### src/rtl/vga_demo_pkg.sv
// ============================================================================
// Module      : vga_demo_pkg
// Description : Shared state encodings and LFSR constants for the VGA demo
//               sequencer family.
// Revision    : 1.0 - initial release
// ============================================================================
`default_nettype none

package vga_demo_pkg;

  localparam int unsigned SEQ_STATE_W = 3;

  localparam logic [SEQ_STATE_W-1:0] S_TP     = 3'd0;
  localparam logic [SEQ_STATE_W-1:0] S_DEMO_A = 3'd1;
  localparam logic [SEQ_STATE_W-1:0] S_GAP_A  = 3'd2;
  localparam logic [SEQ_STATE_W-1:0] S_DEMO_B = 3'd3;
  localparam logic [SEQ_STATE_W-1:0] S_GAP_B  = 3'd4;

  // Galois taps for x^32 + x^22 + x^2 + x + 1, right-shifting form
  localparam logic [31:0] LFSR_MASK         = 32'h8020_0003;
  localparam logic [31:0] LFSR_SEED_DEFAULT = 32'hACE1_2468;

endpackage

`default_nettype wire

### src/rtl/vga_lfsr32.sv
// ============================================================================
// Module      : vga_lfsr32
// Description : 32-bit Galois LFSR stepping every clock, with a zero-lock
//               guard that reloads the seed if the all-zero state appears.
// Revision    : 1.0 - initial release
// ============================================================================
`default_nettype none

module vga_lfsr32
  import vga_demo_pkg::*;
(
  input  logic        clk_dot,
  input  logic        reset_n,
  input  logic [31:0] seed,
  output logic [31:0] q
);

  logic [31:0] r_q;
  logic [31:0] w_q_next;

  always_comb begin
    w_q_next = {1'b0, r_q[31:1]} ^ (r_q[0] ? LFSR_MASK : 32'h0);
    if (r_q == 32'h0) begin
      w_q_next = seed;
    end
  end

  always_ff @(posedge clk_dot) begin
    if (!reset_n) begin
      r_q <= seed;
    end else begin
      r_q <= w_q_next;
    end
  end

  assign q = r_q;

endmodule

`default_nettype wire

### src/rtl/vga_demo_seq.sv
// ============================================================================
// Module      : vga_demo_seq
// Description : Frame-synchronous sequencer: test pattern -> demo A -> gap ->
//               demo B -> gap, driving mode/colour-depth/seed of the pixel
//               core. Optional macro VGA_DEMO_SEQ_COLOR_CYCLE_EN makes
//               color_3b toggle on every GAP_B -> TP wrap.
// Revision    : 1.0 - initial release
// ============================================================================
`default_nettype none

module vga_demo_seq
  import vga_demo_pkg::*;
#(
  parameter int unsigned DWELL_FRAMES = 600,
  parameter int unsigned GAP_FRAMES   = 1,
  parameter logic [31:0] LFSR_SEED    = LFSR_SEED_DEFAULT
) (
  input  logic                   clk_dot,
  input  logic                   reset_n,
  input  logic                   vid_new_frame,
  input  logic                   auto_en,
  input  logic                   next_req,
  input  logic                   color_3b_req,
  output logic                   mode_bit,
  output logic                   color_3b,
  output logic [31:0]            random_num,
  output logic [SEQ_STATE_W-1:0] seq_state,
  output logic                   demo_b_sel
);

  // Zero-length dwell/gap parameters behave as one frame
  localparam logic [15:0] c_dwell_last = (DWELL_FRAMES == 0) ? 16'd0 : 16'(DWELL_FRAMES - 1);
  localparam logic [15:0] c_gap_last   = (GAP_FRAMES == 0)   ? 16'd0 : 16'(GAP_FRAMES - 1);

  logic [SEQ_STATE_W-1:0] r_state;
  logic [SEQ_STATE_W-1:0] w_state_next;
  logic [15:0]            r_dwell_cnt;
  logic [15:0]            w_cnt_next;
  logic                   r_next_pend;
  logic                   w_pend_next;
  logic                   r_mode_bit;
  logic                   w_mode_next;
  logic                   r_color_3b;
  logic                   w_color_next;
  logic                   w_is_dwell;
  logic                   w_advance;

  // State register and frame counters
  always_ff @(posedge clk_dot) begin
    if (!reset_n) begin
      r_state     <= S_TP;
      r_dwell_cnt <= 16'd0;
      r_next_pend <= 1'b0;
      r_mode_bit  <= 1'b0;
      r_color_3b  <= 1'b0;
    end else begin
      r_state     <= w_state_next;
      r_dwell_cnt <= w_cnt_next;
      r_next_pend <= w_pend_next;
      r_mode_bit  <= w_mode_next;
      r_color_3b  <= w_color_next;
    end
  end

  // Next-state logic; nothing moves except on a frame pulse
  always_comb begin
    w_is_dwell = (r_state == S_TP) || (r_state == S_DEMO_A) || (r_state == S_DEMO_B);
    w_advance  = 1'b0;
    if (vid_new_frame) begin
      if (w_is_dwell) begin
        w_advance = (auto_en && (r_dwell_cnt == c_dwell_last)) || r_next_pend || next_req;
      end else begin
        w_advance = (r_dwell_cnt == c_gap_last);
      end
    end

    w_state_next = r_state;
    if (w_advance) begin
      case (r_state)
        S_TP:     w_state_next = S_DEMO_A;
        S_DEMO_A: w_state_next = S_GAP_A;
        S_GAP_A:  w_state_next = S_DEMO_B;
        S_DEMO_B: w_state_next = S_GAP_B;
        default:  w_state_next = S_TP;
      endcase
    end

    w_cnt_next = r_dwell_cnt;
    if (w_advance) begin
      w_cnt_next = 16'd0;
    end else if (vid_new_frame && (r_dwell_cnt != 16'hFFFF)) begin
      w_cnt_next = r_dwell_cnt + 16'd1;
    end

    // A gap's advance also swallows any request made during the gap
    w_pend_next = w_advance ? 1'b0 : (r_next_pend | next_req);
  end

  // Output logic; mode_bit lags the state by one registered clock
  always_comb begin
    w_mode_next = (r_state == S_DEMO_A) || (r_state == S_DEMO_B);
`ifdef VGA_DEMO_SEQ_COLOR_CYCLE_EN
    w_color_next = (w_advance && (r_state == S_GAP_B)) ? ~r_color_3b : r_color_3b;
`else
    w_color_next = vid_new_frame ? color_3b_req : r_color_3b;
`endif
  end

`ifdef VGA_DEMO_SEQ_COLOR_CYCLE_EN
  logic w_unused_color_req;
  assign w_unused_color_req = color_3b_req;
`endif

  vga_lfsr32 u_lfsr (
    .clk_dot (clk_dot),
    .reset_n (reset_n),
    .seed    (LFSR_SEED),
    .q       (random_num)
  );

  assign mode_bit   = r_mode_bit;
  assign color_3b   = r_color_3b;
  assign seq_state  = r_state;
  assign demo_b_sel = (r_state == S_DEMO_B);

endmodule

`default_nettype wire

### config.mk
export PLATFORM = sky130hd
export DESIGN_NAME = vga_demo_seq
export DESIGN_NICKNAME = d
export VERILOG_FILES = /design/src/rtl/vga_demo_pkg.sv /design/src/rtl/vga_lfsr32.sv /design/src/rtl/vga_demo_seq.sv
export SDC_FILE = /design/constraint.sdc
export NUM_CORES = 1
export LEC_CHECK = 0
export CAP_MARGIN = 20
export CORE_ASPECT_RATIO = 1.4
export CORE_MARGIN = 2
export CORE_UTILIZATION = 50
export CTS_BUF_LIST = sky130_fd_sc_hd__clkbuf_16
export DETAILED_ROUTE_END_ITERATION = 6
export PLACE_DENSITY = 0.76
export SLEW_MARGIN = 30
export SYNTH_ARGS = -nofsm -noshare
export SYNTH_HDL_FRONTEND = slang
export SYNTH_HIERARCHICAL = 1
export SYNTH_SLANG_ARGS = --single-unit
### constraint.sdc
create_clock -name clk_dot -period 5 [get_ports clk_dot]
set_input_delay 1 -clock clk_dot [delete_from_list [all_inputs] [get_ports clk_dot]]
set_output_delay 1 -clock clk_dot [all_outputs]
set_load 0.02 [all_outputs]
### Yosys cells after proc, flatten, opt, wreduce, memory -nomap -nowiden

Cells that the tools add are included.

| storage, ports and cells | value |
|---|---|
| flip-flop bits (word level) | 54 |
| output and inout bits | 38 |
| input bits | 6 |

| operators by class | value |
|---|---|
| $add $sub $neg | 1 |
| muxes and demuxes | 4 |
| bitwise logic cells | 3 |
| reductions and logical operators | 12 |
| equal/unequal tests | 5 |

Operators with widths:

| cell | count |
|---|---|
| 32-bit zero test | 1 |
| 32-bit two-way mux | 1 |
| 31-bit by 32-bit XOR with 32-bit output | 1 |
| 16-bit by 1-bit adder with 16-bit output, second input constant | 1 |
| 16-bit by 10-bit == test with 1-bit output, second input constant | 1 |
| 16-bit zero test | 1 |
| 16-bit inequality test, second input constant | 1 |
| 3-bit one-hot mux with 4 select lines | 1 |
| 3-bit by 2-bit == test with 1-bit output, second input constant | 2 |
| 1-bit logical OR | 5 |
| 2-bit OR reduction | 2 |
| 3-bit by 1-bit == test with 1-bit output, second input constant | 1 |
| 3-bit zero test | 1 |
| 1-bit logical AND | 2 |
| 1-bit two-way mux | 2 |
| 1-bit inverter | 1 |
| 1-bit OR | 1 |

### Longest topological paths before layout

| logic depth | value |
|---|---|
| word-level depth | 7 |
| gate-level depth with buffers | 9 |

### Hierarchy

The synthesis kept the hierarchy.

Modules (own cells, without submodules):

| module | instances | cells an instance | area each (µm²) | seq. area each (µm²) |
|---|---|---|---|---|
| vga_lfsr32 | 1 | 83 | 1265.0 | 640.6 |
| vga_demo_seq | 1 | 131 | 1192.4 | 440.4 |

### Worst setup path before layout

Ideal clock, no wire load.

| path | value |
|---|---|
| path type | input to register |
| start | in vid_new_frame |
| end | reg r_dwell_cnt[0] |
| buffers on the path | 2 |
| arrival | 2006 ps |
| path slack | 2880 ps |
| setup time | 115 ps |
| stages on the path | 7 |
| required time | 4885 ps |
| cells stage by stage | nor4b_1 > nand4_1 > a22oi_2 > nand2b_1 > buf_6 > buf_12 > nor2_1 |

| between the ends | value |
|---|---|
| cells in the longest elaborated chain, start to end | 2 |
| elaborated cells between the ends (all ways) | 3 |
| classes of those cells | mux: 1; reduce/logical: 2 |

RTL lines:

| element | RTL line | source |
|---|---|---|
| from (decl) | vga_demo_seq.sv:20 | `input logic vid_new_frame,` |
| 1-bit two-way mux | vga_demo_seq.sv:69 | `if (vid_new_frame) begin` |
| 2-bit OR reduction (no line) | n/a |  |
| to (signal assigned) | vga_demo_seq.sv:58 | `r_dwell_cnt <= w_cnt_next;` |
| to (decl) | vga_demo_seq.sv:37 | `logic [15:0] r_dwell_cnt;` |

Parallel ways exist; a longest one is shown, timed or not.
A chain may end at the register's enable or synchronous reset.

### Final worst setup path

| path | value |
|---|---|
| start | in vid_new_frame |
| end | reg r_dwell_cnt[12] |

Same word-level chain as after synthesis.

==> flow_summary.html <==
<table>
<tr><th>Metric</th><th>Value</th></tr>
<tr><th colspan="2">Setup path</th></tr>
<tr><td>Max Fanout on Critical Path</td><td>17</td></tr>
<tr><td>CP Capture Type</td><td>flip-flop</td></tr>
<tr><td>Data required time of the worst path</td><td>5.14 ns</td></tr>
<tr><td>Count of buffering cells on the critical path with inverters included</td><td>1</td></tr>
<tr><td>CP cell instances</td><td>clkdlybuf4s50_1, nor4b_1, nand4_1, a22oi_2, nand2b_1, nor3_1</td></tr>
<tr><td>Type of origin of the critical path</td><td>primary input</td></tr>
<tr><td>Category of cells accounting for the largest share of critical-path delay</td><td>simple AND/OR/NAND/NOR gates</td></tr>
<tr><td>Arrival time at the worst endpoint</td><td>slightly above 3 ns</td></tr>
<tr><td>Category of the most critical setup path</td><td>primary input to flip-flop</td></tr>
<tr><td>Critical path's slowest cell</td><td>sky130_fd_sc_hd__clkdlybuf4s50_1</td></tr>
<tr><td>Delay of the slowest cell on the worst path</td><td>~0.6 ns</td></tr>
<tr><th colspan="2">Synth</th></tr>
<tr><td>Total of warnings raised by yosys</td><td>6</td></tr>
<tr><td>Count of state elements after synthesis</td><td>54</td></tr>
<tr><td>Library cells used by synthesis</td><td>39</td></tr>
<tr><td>Number of cells produced by synthesis</td><td>214</td></tr>
<tr><td>Post-synthesis instance area</td><td>between 2000 and 2500 um2</td></tr>
<tr><td>Share of the yosys chip area belonging to registers</td><td>0.440</td></tr>
<tr><td>Mapped Avg Cell Area</td><td>11.5 um2</td></tr>
<tr><th colspan="2">Die</th></tr>
<tr><td>Chip height</td><td>87.0 um</td></tr>
<tr><td>Starting Density</td><td>0.511</td></tr>
<tr><td>Die outline width</td><td>about 63 um</td></tr>
<tr><td>Boundary pin count</td><td>between 40 and 50</td></tr>
<tr><td>Placeable core region</td><td>a little under 5000 um2</td></tr>
<tr><td>Die area</td><td>5500 um2</td></tr>
<tr><td>Number of placement rows</td><td>30</td></tr>
<tr><th colspan="2">Timing</th></tr>
<tr><td>Setup repair after global routing missed its margin</td><td>false</td></tr>
<tr><td>Minimum clock period</td><td>2.92 ns</td></tr>
<tr><td>Worst-case clock skew</td><td>~0.0042 ns</td></tr>
<tr><td>Endpoints failing hold</td><td>0</td></tr>
<tr><td>Portion of the clock cycle consumed by the worst path in the final layout</td><td>0.584</td></tr>
<tr><td>Final setup violation count</td><td>0</td></tr>
<tr><td>Slew Limit Headroom</td><td>0.551</td></tr>
<tr><td>Setup TNS</td><td>0 ns</td></tr>
<tr><td>Fin Hold WS</td><td>between 0.4 and 0.5 ns</td></tr>
<tr><td>Maximum clock frequency</td><td>0.342 GHz</td></tr>
<tr><td>Max Transition Viols Final</td><td>0</td></tr>
<tr><td>Worst Tran Pin Value</td><td>0.673 ns</td></tr>
<tr><th colspan="2">Clocking</th></tr>
<tr><td>Max H-tree Level</td><td>2</td></tr>
<tr><td>Clock tree from TritonCTS</td><td>built</td></tr>
<tr><td>Buffers inserted by post-CTS timing repair</td><td>0</td></tr>
<tr><td>CTS sink cnt</td><td>54</td></tr>
<tr><td>CTS clock-pin slew for the worst setup and hold paths</td><td>approximately 0.060 ns</td></tr>
<tr><td>Count of instances resized after the clock tree is built</td><td>0</td></tr>
<tr><td>Clock latency on the worst-skew pair</td><td>0.28 ns</td></tr>
<tr><td>Number of buffers added to fix hold violations after cts</td><td>0</td></tr>
<tr><td>Number of buffers between clock root and the deepest sink</td><td>2</td></tr>
<tr><td>Number of buffers added by the clock tree synthesis step</td><td>5</td></tr>
<tr><td>Buffer type at the clock tree root</td><td>sky130_fd_sc_hd__clkbuf_16</td></tr>
<tr><th colspan="2">Run status</th></tr>
<tr><td>Result of the run</td><td>finished clean</td></tr>
<tr><th colspan="2">Routing</th></tr>
<tr><td>Number of nets with antenna violations after detailed routing</td><td>0</td></tr>
<tr><td>Total vias in the final route</td><td>1760</td></tr>
<tr><td>Initial DRT Pass Iterations</td><td>4</td></tr>
<tr><td>Via count normalized by instance count</td><td>~5.0</td></tr>
<tr><td>DRC errors left</td><td>0</td></tr>
<tr><td>Routed length per instance</td><td>approximately 13 um</td></tr>
<tr><td>Iter 0 DRT Violations</td><td>95</td></tr>
<tr><td>Final wirelength</td><td>4.65 mm</td></tr>
<tr><th colspan="2">Cells and area</th></tr>
<tr><td>Area added between synthesis and finish</td><td>28.1%</td></tr>
<tr><td>Layout cells sized above 1</td><td>0.163</td></tr>
<tr><td>Nets</td><td>approximately 300</td></tr>
<tr><td>Area of all placed cells without fillers</td><td>3150 um2</td></tr>
<tr><td>Number of antenna diodes</td><td>0</td></tr>
<tr><th colspan="2">Flow run</th></tr>
<tr><td>Count of maximum capacitance violations</td><td>0</td></tr>
<tr><th colspan="2">Power</th></tr>
<tr><td>Relative contribution of sequential cells to total power</td><td>0.475</td></tr>
<tr><td>Logic gate share of total power</td><td>0.232</td></tr>
<tr><td>Internal Power</td><td>795 uW</td></tr>
<tr><td>Pwr dens</td><td>345 nW/um2</td></tr>
<tr><td>Switching Fraction</td><td>0.268</td></tr>
<tr><td>Net switching power</td><td>roughly 290 uW</td></tr>
<tr><td>Maximum ir drop on the vdd rail</td><td>0.193 mV</td></tr>
<tr><td>Relative contribution of the clock network to total power</td><td>0.293</td></tr>
<tr><td>Post-layout total power</td><td>approximately 1.1 mW</td></tr>
<tr><td>Leakage Power</td><td>around 1.3 nW</td></tr>
<tr><th colspan="2">Placement</th></tr>
<tr><td>Detail Placement HPWL</td><td>3.35 mm</td></tr>
<tr><td>Total cell area at the placement stage</td><td>3010 um2</td></tr>
<tr><td>PortBufs</td><td>43</td></tr>
<tr><td>Routability-driven placement congestion ratio</td><td>0.772</td></tr>
<tr><th colspan="2">Global routing</th></tr>
<tr><td>Number of global-route vias before repair</td><td>1745</td></tr>
<tr><td>Pin count of the biggest net entering global routing</td><td>33</td></tr>
<tr><td>Remaining Overflow, GRT</td><td>0</td></tr>
<tr><td>Global-route wire length before repair</td><td>7.91 mm</td></tr>
<tr><td>GRT Total Usage</td><td>0.183</td></tr>
<tr><td>Number of antenna violations at the first check in global routing</td><td>0</td></tr>
<tr><th colspan="2">Min path</th></tr>
<tr><td>Worst min path class</td><td>flip-flop to flip-flop</td></tr>
</table>
[path summary, 6_finish.rpt]
path                            slack (ns)            from  cells after the start              end
worst max-delay path                  2.08   vid_new_frame                      6  r_dwell_cnt[12]
worst min-delay path                  0.47     r_next_pend                      2      r_next_pend
worst max register to register        2.72  r_dwell_cnt[1]                      6  r_dwell_cnt[12]
worst min register to register        0.47     r_next_pend                      2      r_next_pend
[worst reg2reg max path, cell delays in order (launching register included)]
cell and delay (ns):
sky130_fd_sc_hd__dfxtp_1 0.37, sky130_fd_sc_hd__ha_1 0.24, sky130_fd_sc_hd__nor4bb_1 0.31, sky130_fd_sc_hd__nand4_1 0.15, sky130_fd_sc_hd__a22oi_2 0.34, sky130_fd_sc_hd__nand2b_1 0.59
sky130_fd_sc_hd__nor3_1 0.14
[cells by family (layout without fill, tap and decap cells)]
logic type / after synthesis / after routing / synth area share
adder cells (fa/ha/maj): 3 / 3 / 0.0153
AO/OA/AOI/OAI: 7 / 7 / 0.0234
XOR/XNOR: 14 / 14 / 0.0499
buffers and inverters: 13 / 57 / 0.0392
other: 2 / 32 / 0.00306
flip-flops: 54 / 54 / 0.440
AND/OR/NAND/NOR: 84 / 84 / 0.216
multiplexers: 37 / 37 / 0.213
[synthesized netlist by cell type (all sizes together)]
cell type  count  area, um2
a21oi          3       15.0
nand3          5       25.0
nor3           7       35.0
nor3b          1       7.51
nor4b          4       41.3
buf            5       65.1
nor4          13        115
nand4          8       65.1
and4           2       17.5
ha             3       37.5
xnor2         10       87.6
and3b          3       26.3
mux2          32        473
xor2           4       35.0
nor2b          4       25.0
o21ai          2       21.3
nand2          4       15.0
nor4bb         1       10.0
or2            2       12.5
conb           2       7.51
nand3b         2       15.0
mux2i          5       50.1
clkbuf         2       8.75
a22oi          1       12.5
o31a           1       8.76
nor2          24       90.1
and4bb         1       12.5
inv            6       22.5
dfxtp         54       1080
nand2b         3       18.8
[final cells by class]
class	instances	area, um2
inverters	6	22.5
flip-flops and latches	54	1080
repair buffers	44	438
fillers	430	1660
clock buffers	5	125
multi-input cells	177	1390
well taps	64	80.1
clock inverters	2	7.51
[flip-flops by register name, indices dropped and copies added, names as in the netlist]
register / cells
r_next_pend: 1
seq_state: 3
color_3b: 1
mode_bit: 1
u_lfsr/q: 32
r_dwell_cnt: 16
[cell usage in the layout, fill, tap and decap left out, types with 2 or more instances in the layout]
| cell type | count |
|---|---|
| sky130_fd_sc_hd__nand2_1 | 4 |
| sky130_fd_sc_hd__a21oi_1 | 3 |
| sky130_fd_sc_hd__nor4_2 | 3 |
| sky130_fd_sc_hd__nand4_1 | 7 |
| sky130_fd_sc_hd__ha_1 | 3 |
| sky130_fd_sc_hd__nor2_1 | 24 |
| sky130_fd_sc_hd__mux2_4 | 30 |
| sky130_fd_sc_hd__nand2b_1 | 3 |
| sky130_fd_sc_hd__xor2_1 | 4 |
| sky130_fd_sc_hd__clkdlybuf4s50_1 | 43 |
| sky130_fd_sc_hd__nand3_1 | 5 |
| sky130_fd_sc_hd__and3b_1 | 3 |
| sky130_fd_sc_hd__dfxtp_1 | 54 |
| sky130_fd_sc_hd__xnor2_1 | 10 |
| sky130_fd_sc_hd__nor3_1 | 7 |
| sky130_fd_sc_hd__nor4b_1 | 3 |
| sky130_fd_sc_hd__conb_1 | 32 |
| sky130_fd_sc_hd__and4_1 | 2 |
| sky130_fd_sc_hd__nor2b_1 | 4 |
| sky130_fd_sc_hd__inv_1 | 8 |
| sky130_fd_sc_hd__nand3b_1 | 2 |
| sky130_fd_sc_hd__clkbuf_16 | 5 |
| sky130_fd_sc_hd__nor4_1 | 9 |
| sky130_fd_sc_hd__mux2i_1 | 5 |
| sky130_fd_sc_hd__mux2_2 | 2 |
[per-layer routing]
metal	track usage	share of wire	up-vias
met5	0	0	-
met4	0.0791	0.025	0
met3	0.0453	0.041	9
met2	0.329	0.52	32
met1	0.207	0.41	839
li1	-	-	880
[power groups by stage]
stage | clock (mW) | sequential, mW | combinational (mW)
floorplan | 0 | 0.565 | 0.111
global placement | 0 | 0.524 | 0.249
detailed placement | 0 | 0.524 | 0.253
CTS | 0.328 | 0.517 | 0.254
global route | 0.345 | 0.523 | 0.268
finish | 0.318 | 0.516 | 0.252
[through the flow]
| stage | utilization | worst slack, ns | std cells |
|---|---|---|---|
| global route | 0.655 | 1.86 | 352 |
| finish | 0.655 | 2.08 | 352 |
| global placement | 0.627 | 1.84 | 345 |
| CTS | 0.655 | 2.05 | 352 |
| detailed placement | 0.627 | 1.75 | 345 |
| floorplan | - | 2.88 | 244 |
No activity file was read; power rests on OpenSTA's default activity.
